**src/rtl/lsu_pkg.sv**
```systemverilog
// ---------------------------------------------------------------------------
// lsu_pkg : funct3 codes, sequencer state encoding and byte-mask helpers
// Rev 1.0
// ---------------------------------------------------------------------------
`default_nettype none

package lsu_pkg;

  localparam logic [2:0] F3_LB  = 3'b000;
  localparam logic [2:0] F3_LH  = 3'b001;
  localparam logic [2:0] F3_LW  = 3'b010;
  localparam logic [2:0] F3_LBU = 3'b100;
  localparam logic [2:0] F3_LHU = 3'b101;
  localparam logic [2:0] F3_SB  = 3'b000;
  localparam logic [2:0] F3_SH  = 3'b001;
  localparam logic [2:0] F3_SW  = 3'b010;

  typedef enum logic [1:0] {
    ST_IDLE = 2'd0,
    ST_ACC0 = 2'd1,
    ST_ACC1 = 2'd2,
    ST_RESP = 2'd3
  } lsu_state_t;

  function automatic logic [3:0] size_mask(input logic [2:0] funct);
    case (funct[1:0])
      2'b00:   return 4'b0001;
      2'b01:   return 4'b0011;
      default: return 4'b1111;
    endcase
  endfunction

  function automatic logic funct_legal(input logic store, input logic [2:0] funct);
    if (store)
      return (funct == F3_SB) || (funct == F3_SH) || (funct == F3_SW);
    return !((funct == 3'b011) || (funct[2:1] == 2'b11));
  endfunction

  // An access crosses a word boundary when its bytes spill past lane 3.
  function automatic logic is_crossing(input logic [2:0] funct, input logic [1:0] off);
    return ((funct[1:0] == 2'b01) && (off == 2'b11)) ||
           ((funct[1:0] == 2'b10) && (off != 2'b00));
  endfunction

endpackage

`default_nettype wire

```
**src/rtl/lsu_if.sv**
```systemverilog
// ---------------------------------------------------------------------------
// lsu_req_if / lsu_mem_if : core-side request/response and memory-port bundles
// Rev 1.0
// ---------------------------------------------------------------------------
`default_nettype none

interface lsu_req_if #(
  parameter int ADDR_W = 32
);
  logic              req_valid;
  logic              req_ready;
  logic              req_store;
  logic [2:0]        req_funct;
  logic [ADDR_W-1:0] req_addr;
  logic [31:0]       req_wdata;
  logic              rsp_valid;
  logic [31:0]       rsp_rdata;
  logic              rsp_err;

  modport master (
    output req_valid, req_store, req_funct, req_addr, req_wdata,
    input  req_ready, rsp_valid, rsp_rdata, rsp_err
  );
  modport slave (
    input  req_valid, req_store, req_funct, req_addr, req_wdata,
    output req_ready, rsp_valid, rsp_rdata, rsp_err
  );
endinterface

interface lsu_mem_if #(
  parameter int ADDR_W = 32
);
  logic              mem_valid;
  logic              mem_ready;
  logic [ADDR_W-1:0] mem_addr;
  logic [3:0]        mem_wstrb;
  logic [31:0]       mem_wdata;
  logic [31:0]       mem_rdata;

  modport master (
    output mem_valid, mem_addr, mem_wstrb, mem_wdata,
    input  mem_ready, mem_rdata
  );
  modport slave (
    input  mem_valid, mem_addr, mem_wstrb, mem_wdata,
    output mem_ready, mem_rdata
  );
endinterface

`default_nettype wire

```
**src/rtl/lsu_extend.sv**
```systemverilog
// ---------------------------------------------------------------------------
// lsu_extend : realigns merged read data by byte offset and sign/zero-extends
// Rev 1.0
// ---------------------------------------------------------------------------
`default_nettype none

module lsu_extend
  import lsu_pkg::*;
(
  input  logic [63:0] data,
  input  logic [1:0]  off,
  input  logic [2:0]  funct,
  output logic [31:0] result
);

  logic [31:0] aligned;

  assign aligned = 32'(data >> {off, 3'b000});

  always_comb begin
    result = '0;
    case (funct)
      F3_LB:   result = {{24{aligned[7]}}, aligned[7:0]};
      F3_LH:   result = {{16{aligned[15]}}, aligned[15:0]};
      F3_LW:   result = aligned;
      F3_LBU:  result = {24'b0, aligned[7:0]};
      F3_LHU:  result = {16'b0, aligned[15:0]};
      default: result = '0;
    endcase
  end

endmodule

`default_nettype wire

```
**src/rtl/lsu_sequencer.sv**
```systemverilog
// ---------------------------------------------------------------------------
// lsu_sequencer : one-at-a-time load/store sequencer onto a word-wide memory port
// Optional: LSU_MISALIGNED_SPLIT_EN splits word-crossing accesses into two beats
// Rev 1.0
// ---------------------------------------------------------------------------
`default_nettype none

module lsu_sequencer
  import lsu_pkg::*;
#(
  parameter int ADDR_W      = 32,
  parameter int TIMEOUT_CYC = 255
) (
  input  logic      clk,
  input  logic      resetn,
  lsu_req_if.slave  req,
  lsu_mem_if.master mem
);

  localparam int CNT_W = (TIMEOUT_CYC > 1) ? $clog2(TIMEOUT_CYC) : 1;

  lsu_state_t        state;
  logic              st_store;
  logic [2:0]        st_funct;
  logic [1:0]        st_off;
  logic [CNT_W-1:0]  cnt;

  logic [1:0]        in_off;
  logic [3:0]        strb_lo;
  logic [31:0]       wdata_lo;
  logic [ADDR_W-1:0] word_addr;
  logic              bad_req;
  logic              timed_out;
  logic [63:0]       ext_in;
  logic [31:0]       ext_out;

  assign in_off    = req.req_addr[1:0];
  assign word_addr = {req.req_addr[ADDR_W-1:2], 2'b00};
  assign req.req_ready = (state == ST_IDLE);
  assign timed_out = (TIMEOUT_CYC != 0) && (cnt == CNT_W'(TIMEOUT_CYC - 1));

`ifdef LSU_MISALIGNED_SPLIT_EN
  logic        st_cross;
  logic [3:0]  st_strb_hi;
  logic [31:0] st_wdata_hi;
  logic [31:0] lo;
  logic [7:0]  strb8;
  logic [63:0] wdata64;

  assign strb8    = {4'b0000, size_mask(req.req_funct)} << in_off;
  assign wdata64  = {32'b0, req.req_wdata} << {in_off, 3'b000};
  assign strb_lo  = strb8[3:0];
  assign wdata_lo = wdata64[31:0];
  assign bad_req  = !funct_legal(req.req_store, req.req_funct);
  // Second beat supplies the upper word; first-beat data waits in lo.
  assign ext_in   = (state == ST_ACC1) ? {mem.mem_rdata, lo} : {32'b0, mem.mem_rdata};
`else
  assign strb_lo  = size_mask(req.req_funct) << in_off;
  assign wdata_lo = req.req_wdata << {in_off, 3'b000};
  assign bad_req  = !funct_legal(req.req_store, req.req_funct) ||
                    is_crossing(req.req_funct, in_off);
  assign ext_in   = {32'b0, mem.mem_rdata};
`endif

  lsu_extend u_extend (
    .data   (ext_in),
    .off    (st_off),
    .funct  (st_funct),
    .result (ext_out)
  );

  always_ff @(posedge clk or negedge resetn) begin
    if (!resetn) begin
      state         <= ST_IDLE;
      st_store      <= 1'b0;
      st_funct      <= '0;
      st_off        <= '0;
      cnt           <= '0;
      mem.mem_valid <= 1'b0;
      mem.mem_addr  <= '0;
      mem.mem_wstrb <= '0;
      mem.mem_wdata <= '0;
      req.rsp_valid <= 1'b0;
      req.rsp_rdata <= '0;
      req.rsp_err   <= 1'b0;
`ifdef LSU_MISALIGNED_SPLIT_EN
      st_cross      <= 1'b0;
      st_strb_hi    <= '0;
      st_wdata_hi   <= '0;
      lo            <= '0;
`endif
    end else begin
      req.rsp_valid <= 1'b0;
      case (state)
        ST_IDLE: begin
          if (req.req_valid) begin
            st_store <= req.req_store;
            st_funct <= req.req_funct;
            st_off   <= in_off;
            cnt      <= '0;
`ifdef LSU_MISALIGNED_SPLIT_EN
            st_cross    <= is_crossing(req.req_funct, in_off);
            st_strb_hi  <= strb8[7:4];
            st_wdata_hi <= wdata64[63:32];
`endif
            if (bad_req) begin
              state         <= ST_RESP;
              req.rsp_valid <= 1'b1;
              req.rsp_err   <= 1'b1;
              req.rsp_rdata <= '0;
            end else begin
              state         <= ST_ACC0;
              mem.mem_valid <= 1'b1;
              mem.mem_addr  <= word_addr;
              mem.mem_wstrb <= req.req_store ? strb_lo : 4'b0000;
              mem.mem_wdata <= req.req_store ? wdata_lo : 32'b0;
            end
          end
        end
        ST_ACC0, ST_ACC1: begin
          if (mem.mem_ready) begin
`ifdef LSU_MISALIGNED_SPLIT_EN
            if ((state == ST_ACC0) && st_cross) begin
              state         <= ST_ACC1;
              lo            <= mem.mem_rdata;
              cnt           <= '0;
              mem.mem_addr  <= mem.mem_addr + ADDR_W'(4);
              mem.mem_wstrb <= st_store ? st_strb_hi : 4'b0000;
              mem.mem_wdata <= st_store ? st_wdata_hi : 32'b0;
            end else
`endif
            begin
              state         <= ST_RESP;
              mem.mem_valid <= 1'b0;
              mem.mem_wstrb <= '0;
              req.rsp_valid <= 1'b1;
              req.rsp_err   <= 1'b0;
              req.rsp_rdata <= st_store ? 32'b0 : ext_out;
            end
          end else if (timed_out) begin
            state         <= ST_RESP;
            mem.mem_valid <= 1'b0;
            mem.mem_wstrb <= '0;
            req.rsp_valid <= 1'b1;
            req.rsp_err   <= 1'b1;
            req.rsp_rdata <= '0;
          end else begin
            cnt <= cnt + 1'b1;
          end
        end
        ST_RESP: state <= ST_IDLE;
        default: state <= ST_IDLE;
      endcase
    end
  end

endmodule

`default_nettype wire
```
**src/flat_wrapper.sv**
```systemverilog
// flat-port wrapper written by rule: the top's interface ports become plain ports
module lsu_sequencer_flat import lsu_pkg::*;
#(
  parameter int ADDR_W      = 32,
  parameter int TIMEOUT_CYC = 255
)
  (clk, resetn, req_req_valid, req_req_store, req_req_funct, req_req_addr, req_req_wdata, req_req_ready, req_rsp_valid, req_rsp_rdata, req_rsp_err, mem_mem_valid, mem_mem_addr, mem_mem_wstrb, mem_mem_wdata, mem_mem_ready, mem_mem_rdata);
  lsu_req_if #(.ADDR_W(ADDR_W)) req_i ();
  lsu_mem_if #(.ADDR_W(ADDR_W)) mem_i ();
  input  logic clk;
  input  logic resetn;
  input wire logic [$bits(req_i.req_valid)-1:0] req_req_valid;
  input wire logic [$bits(req_i.req_store)-1:0] req_req_store;
  input wire logic [$bits(req_i.req_funct)-1:0] req_req_funct;
  input wire logic [$bits(req_i.req_addr)-1:0] req_req_addr;
  input wire logic [$bits(req_i.req_wdata)-1:0] req_req_wdata;
  output wire logic [$bits(req_i.req_ready)-1:0] req_req_ready;
  output wire logic [$bits(req_i.rsp_valid)-1:0] req_rsp_valid;
  output wire logic [$bits(req_i.rsp_rdata)-1:0] req_rsp_rdata;
  output wire logic [$bits(req_i.rsp_err)-1:0] req_rsp_err;
  output wire logic [$bits(mem_i.mem_valid)-1:0] mem_mem_valid;
  output wire logic [$bits(mem_i.mem_addr)-1:0] mem_mem_addr;
  output wire logic [$bits(mem_i.mem_wstrb)-1:0] mem_mem_wstrb;
  output wire logic [$bits(mem_i.mem_wdata)-1:0] mem_mem_wdata;
  input wire logic [$bits(mem_i.mem_ready)-1:0] mem_mem_ready;
  input wire logic [$bits(mem_i.mem_rdata)-1:0] mem_mem_rdata;
  assign req_i.req_valid = req_req_valid;
  assign req_i.req_store = req_req_store;
  assign req_i.req_funct = req_req_funct;
  assign req_i.req_addr = req_req_addr;
  assign req_i.req_wdata = req_req_wdata;
  assign req_req_ready = req_i.req_ready;
  assign req_rsp_valid = req_i.rsp_valid;
  assign req_rsp_rdata = req_i.rsp_rdata;
  assign req_rsp_err = req_i.rsp_err;
  assign mem_mem_valid = mem_i.mem_valid;
  assign mem_mem_addr = mem_i.mem_addr;
  assign mem_mem_wstrb = mem_i.mem_wstrb;
  assign mem_mem_wdata = mem_i.mem_wdata;
  assign mem_i.mem_ready = mem_mem_ready;
  assign mem_i.mem_rdata = mem_mem_rdata;
  lsu_sequencer #(.ADDR_W(ADDR_W), .TIMEOUT_CYC(TIMEOUT_CYC)) u_core (.clk(clk), .resetn(resetn), .req(req_i), .mem(mem_i));
endmodule
```
**config.mk**
```make
export PLATFORM = sky130hd
export DESIGN_NAME = lsu_sequencer_flat
export DESIGN_NICKNAME = d
export VERILOG_FILES = /design/src/rtl/lsu_pkg.sv /design/src/rtl/lsu_if.sv /design/src/rtl/lsu_extend.sv /design/src/rtl/lsu_sequencer.sv /design/src/flat_wrapper.sv
export SDC_FILE = /design/constraint.sdc
export NUM_CORES = 1
export LEC_CHECK = 0
export CORE_UTILIZATION = 48
export DETAILED_ROUTE_END_ITERATION = 8
export PLACE_DENSITY_LB_ADDON = 0.1
export SKIP_CTS_REPAIR_TIMING = 1
export SYNTH_ARGS = -nofsm -noshare
export SYNTH_HDL_FRONTEND = slang
export SYNTH_HIERARCHICAL = 1
export SYNTH_SLANG_ARGS = --single-unit
export TNS_END_PERCENT = 10
```
**constraint.sdc**
```tcl
create_clock -name clk -period 2.5 [get_ports clk]
set_input_delay 0.5 -clock clk [delete_from_list [all_inputs] [get_ports clk]]
set_output_delay 0.5 -clock clk [all_outputs]
set_load 0.01 [all_outputs]
```
==> results.yml, run 1 <==
run_status:
  status: "finished, final reports clean"
sta:
  tns_ps: 0
  relSlewSlack_pct: 47.9
  finalHoldViolCount: 0
  slew_violations: 0
  finalCriticalPeriod_ps: 2340
  worst_pin_slew_ps: 780
  min_period_over_period_pct: 93.5
  max_clock_freq_mhz: 428
  setup_ws_ps: 164
  finalSetupViolCount: 0
  finalClockSkew_ps: 5.91
  grt_setup_unrepaired: "false"
clock_tree:
  clk_pin_slew_ps: 60
  worst_skew_pair.late_latency_ps: 410
  cts_buffer_depth: 2
  htreeDepth: 4
  clock_sinks: 117
  tritoncts: "built"
  cts-root-buf: "clkbuf_16"
  cts_inserted_buffers: 17
place:
  dpl.hpwl_microns: 13500
  pre_cts_ws_ps: 69.6
  dp_cells: 1027
  place_congestion: 0.881
  port_buffers: 205
  postPlaceCellArea_sq_um: 9140
synth:
  yosysMostFrequentCell: "dfrtp_1"
  synth_compound_area_share_pct: 11.3
  yosysTopAreaCellShare_pct: 43.7
  syn_area_sq_um: 6700
  synth.area.mux_share_pct: 26.6
  synthAdderAreaFrac_pct: 1.12
  synth_top_flop_cell: "dfrtp_1"
  synth_common_cells: "dfrtp_1 (117), nand2_1 (113), mux2i_1 (53), inv_1 (46), mux2_2 (41)"
  synth_top_cell_by_area: "dfrtp_1"
  yosys_warnings: 6
  avgSynthCellArea_sq_um: 10.9
  synthSimpleGateAreaFrac_pct: 10.7
  synthCells: 617
  yosysSeqAreaShare_pct: 43.7
  synth_top_family_by_area: "multiplexers"
  synth-edff-count: 0
  netlist_top_cells_area: "dfrtp_1 (44%), mux4_2 (9.4%), mux2i_1 (7.9%)"
  synthXorXnorAreaFrac_pct: 0
  yosys_register_bits: 117
  synth.distinct_cells: 55
  synth_async_sr_flop_share_pct: 100
power_and_ir_drop:
  ir_drop_mv: 0.639
  combPwrFrac_pct: 49.6
  seq_power_share_pct: 29.5
  p_leak_uw: 0.00423
  switching_share_pct: 36.7
  p_per_area_nw_per_um2: 1120
  switchingPower_uw: 3990
  clkPwrFrac_pct: 20.9
  cell_internal_pwr_uw: 6870
floorplan:
  floorplan.rows: 42
  core_area_sq_um: 13500
  start_util_pct: 49.8
  die_y_microns: 120
  die_w_microns: 120
  io_pins: 208
  die-area_sq_um: 14400
final_layout:
  syn2layout_area_growth_pct: 44.8
  diodes: 0
  final_cells: 1060
  fillers: 1033
  fin_area_sq_um: 9710
  drive_gt1_share_pct: 15.8
  nets: 981
global_route:
  grt_max_degree: 62
  antenna_found_initial: 0
  track_usage_pct: 26.4
  grt_first_pass_wirelength_microns: 29500
  overflow: 0
  grt_pass1_vias: 5865
routing:
  wl_per_cell_microns: 16.9
  wirelength_microns: 17900
  antenna_left: 0
  vias: 5697
  firstDrtPassIters: 5
  avgViaCountPerCell: 5.37
  first_iter_violations: 278
  drcViolationCount: 0
critical_path:
  cp.arrival_ps: 1840
  worstSetupStartpointType: "flop"
  slowest_delay_ps: 610
  path_max_fanout: 7
  critPathSlowestCell: "clkdlybuf4s50_1"
  end_kind: "output port"
  crit_chain: "inv_1 -> ha_1 -> clkdlybuf4s50_1"
  required_ps: 2000
  crit_type: "flop to output port"
hold_path:
  hold_path_class: "flop to flop"
flow_run:
  maxCapViolations: 0
-- placed cells by master (no fill, tap or decap), types with 3 or more instances in the layout --
cell	Yosys	final
clkinv_4	0	3
nand3_1	6	6
conb_1	1	50
buf_4	6	21
a21oi_1	6	6
nor2_1	7	6
nor3_1	6	6
dfrtp_1	117	116
o2bb2ai_1	8	8
o21ai_0	36	36
nand2_1	113	113
inv_1	46	46
o211ai_1	10	10
nor2b_1	13	13
mux4_2	28	28
ha_1	6	6
inv_6	0	9
a31oi_1	18	18
mux4_1	3	3
nand2b_1	4	4
clkdlybuf4s50_1	0	204
mux2i_1	53	53
mux2_1	6	6
clkbuf_16	0	17
mux2_2	41	41
o31ai_1	8	8
buf_12	0	4
-- cell families (layout without fill, tap and decap cells) --
family                     Yosys count  after routing
other                                1             50
muxes                              132            132
DFF                                117            117
AOI/OAI and AO/OA                  109            109
adders and majority gates            6              6
buffers and inverters               90            308
and+or+nand+nor                    162            162
-- critical path: cells and delay by family, from the launching register on --
kind | cells | cell delay (ps)
fa+ha+maj | 1 | 290
buf+inv | 2 | 730
flops | 1 | 400
-- cell type report --
cell class | count | area (sq um) | area share, %
sequential | 117 | 2930 | 30.2
tap | 176 | 220 | 2.27
clock inverter | 15 | 131 | 1.35
inverter | 46 | 173 | 1.78
multi-input combinational | 459 | 3540 | 36.5
clock buffer | 17 | 425 | 4.38
timing repair buffer | 230 | 2290 | 23.6
-- worst paths after layout --
path | start | endpoint | slack (ps) | cells after the start
max | u_core/state[0] | req_req_ready | 160 | 3
min | u_core/mem.mem_wdata[18] | u_core/mem.mem_wdata[18] | 480 | 2
max reg2reg | u_core/state[0] | u_core/mem.mem_wstrb[0] | 410 | 6
min reg2reg | u_core/mem.mem_wdata[18] | u_core/mem.mem_wdata[18] | 480 | 2
max in group asynchronous | resetn | u_core/mem.mem_wdata[6] | 1220 | 3
min in group asynchronous | resetn | u_core/req.rsp_rdata[20] | 530 | 2
-- power by group through the flow --
stage	Sequential, uW	Clock, uW	Combinational (uW)
5_1_grt	3320	2420	5810
4_1_cts	3210	2320	5410
3_5_place_dp	3230	0	5370
2_1_floorplan	3360	0	3000
3_3_place_gp	3190	0	5250
6_report	3200	2270	5390
-- sequential cells by signal, indices dropped and copies added, names as in the netlist --
| register | flops |
|---|---|
| u_core/st_store | 1 |
| u_core/mem.mem_valid | 1 |
| u_core/mem.mem_wstrb | 4 |
| u_core/mem.mem_wdata | 32 |
| u_core/st_off | 2 |
| u_core/mem.mem_addr | 30 |
| u_core/cnt | 8 |
| u_core/req.rsp_rdata | 32 |
| u_core/st_funct | 3 |
| u_core/state | 2 |
| u_core/req.rsp_valid | 1 |
| u_core/req.rsp_err | 1 |
-- stage by stage --
stage                     utilization (%)  hold WS (ps)  total power, uW
after floorplan                         -           204             6370
after global placement               68.0           422             8430
after detailed placement             68.0           427             8600
after CTS                            72.1         -19.2            10900
after global routing                 72.2           509            11500
final                                72.2           477            10900
-- metal layers --
layer | GRT usage, % | routed length, microns | up-vias
met5 | 0 | 0 | -
met4 | 9.77 | 420 | 0
met3 | 8.49 | 1430 | 31
met2 | 44.9 | 9050 | 208
met1 | 31.0 | 7020 | 2806
li1 | - | - | 2652
(Power assumes the default switching activity.)
==> run 2: changes to the inputs <==
Settings changed: CTS_CLUSTER_DIAMETER from default to 200.
==> results of run 2 <==
Final layout, timing and power as in run 1 (identical DEF).
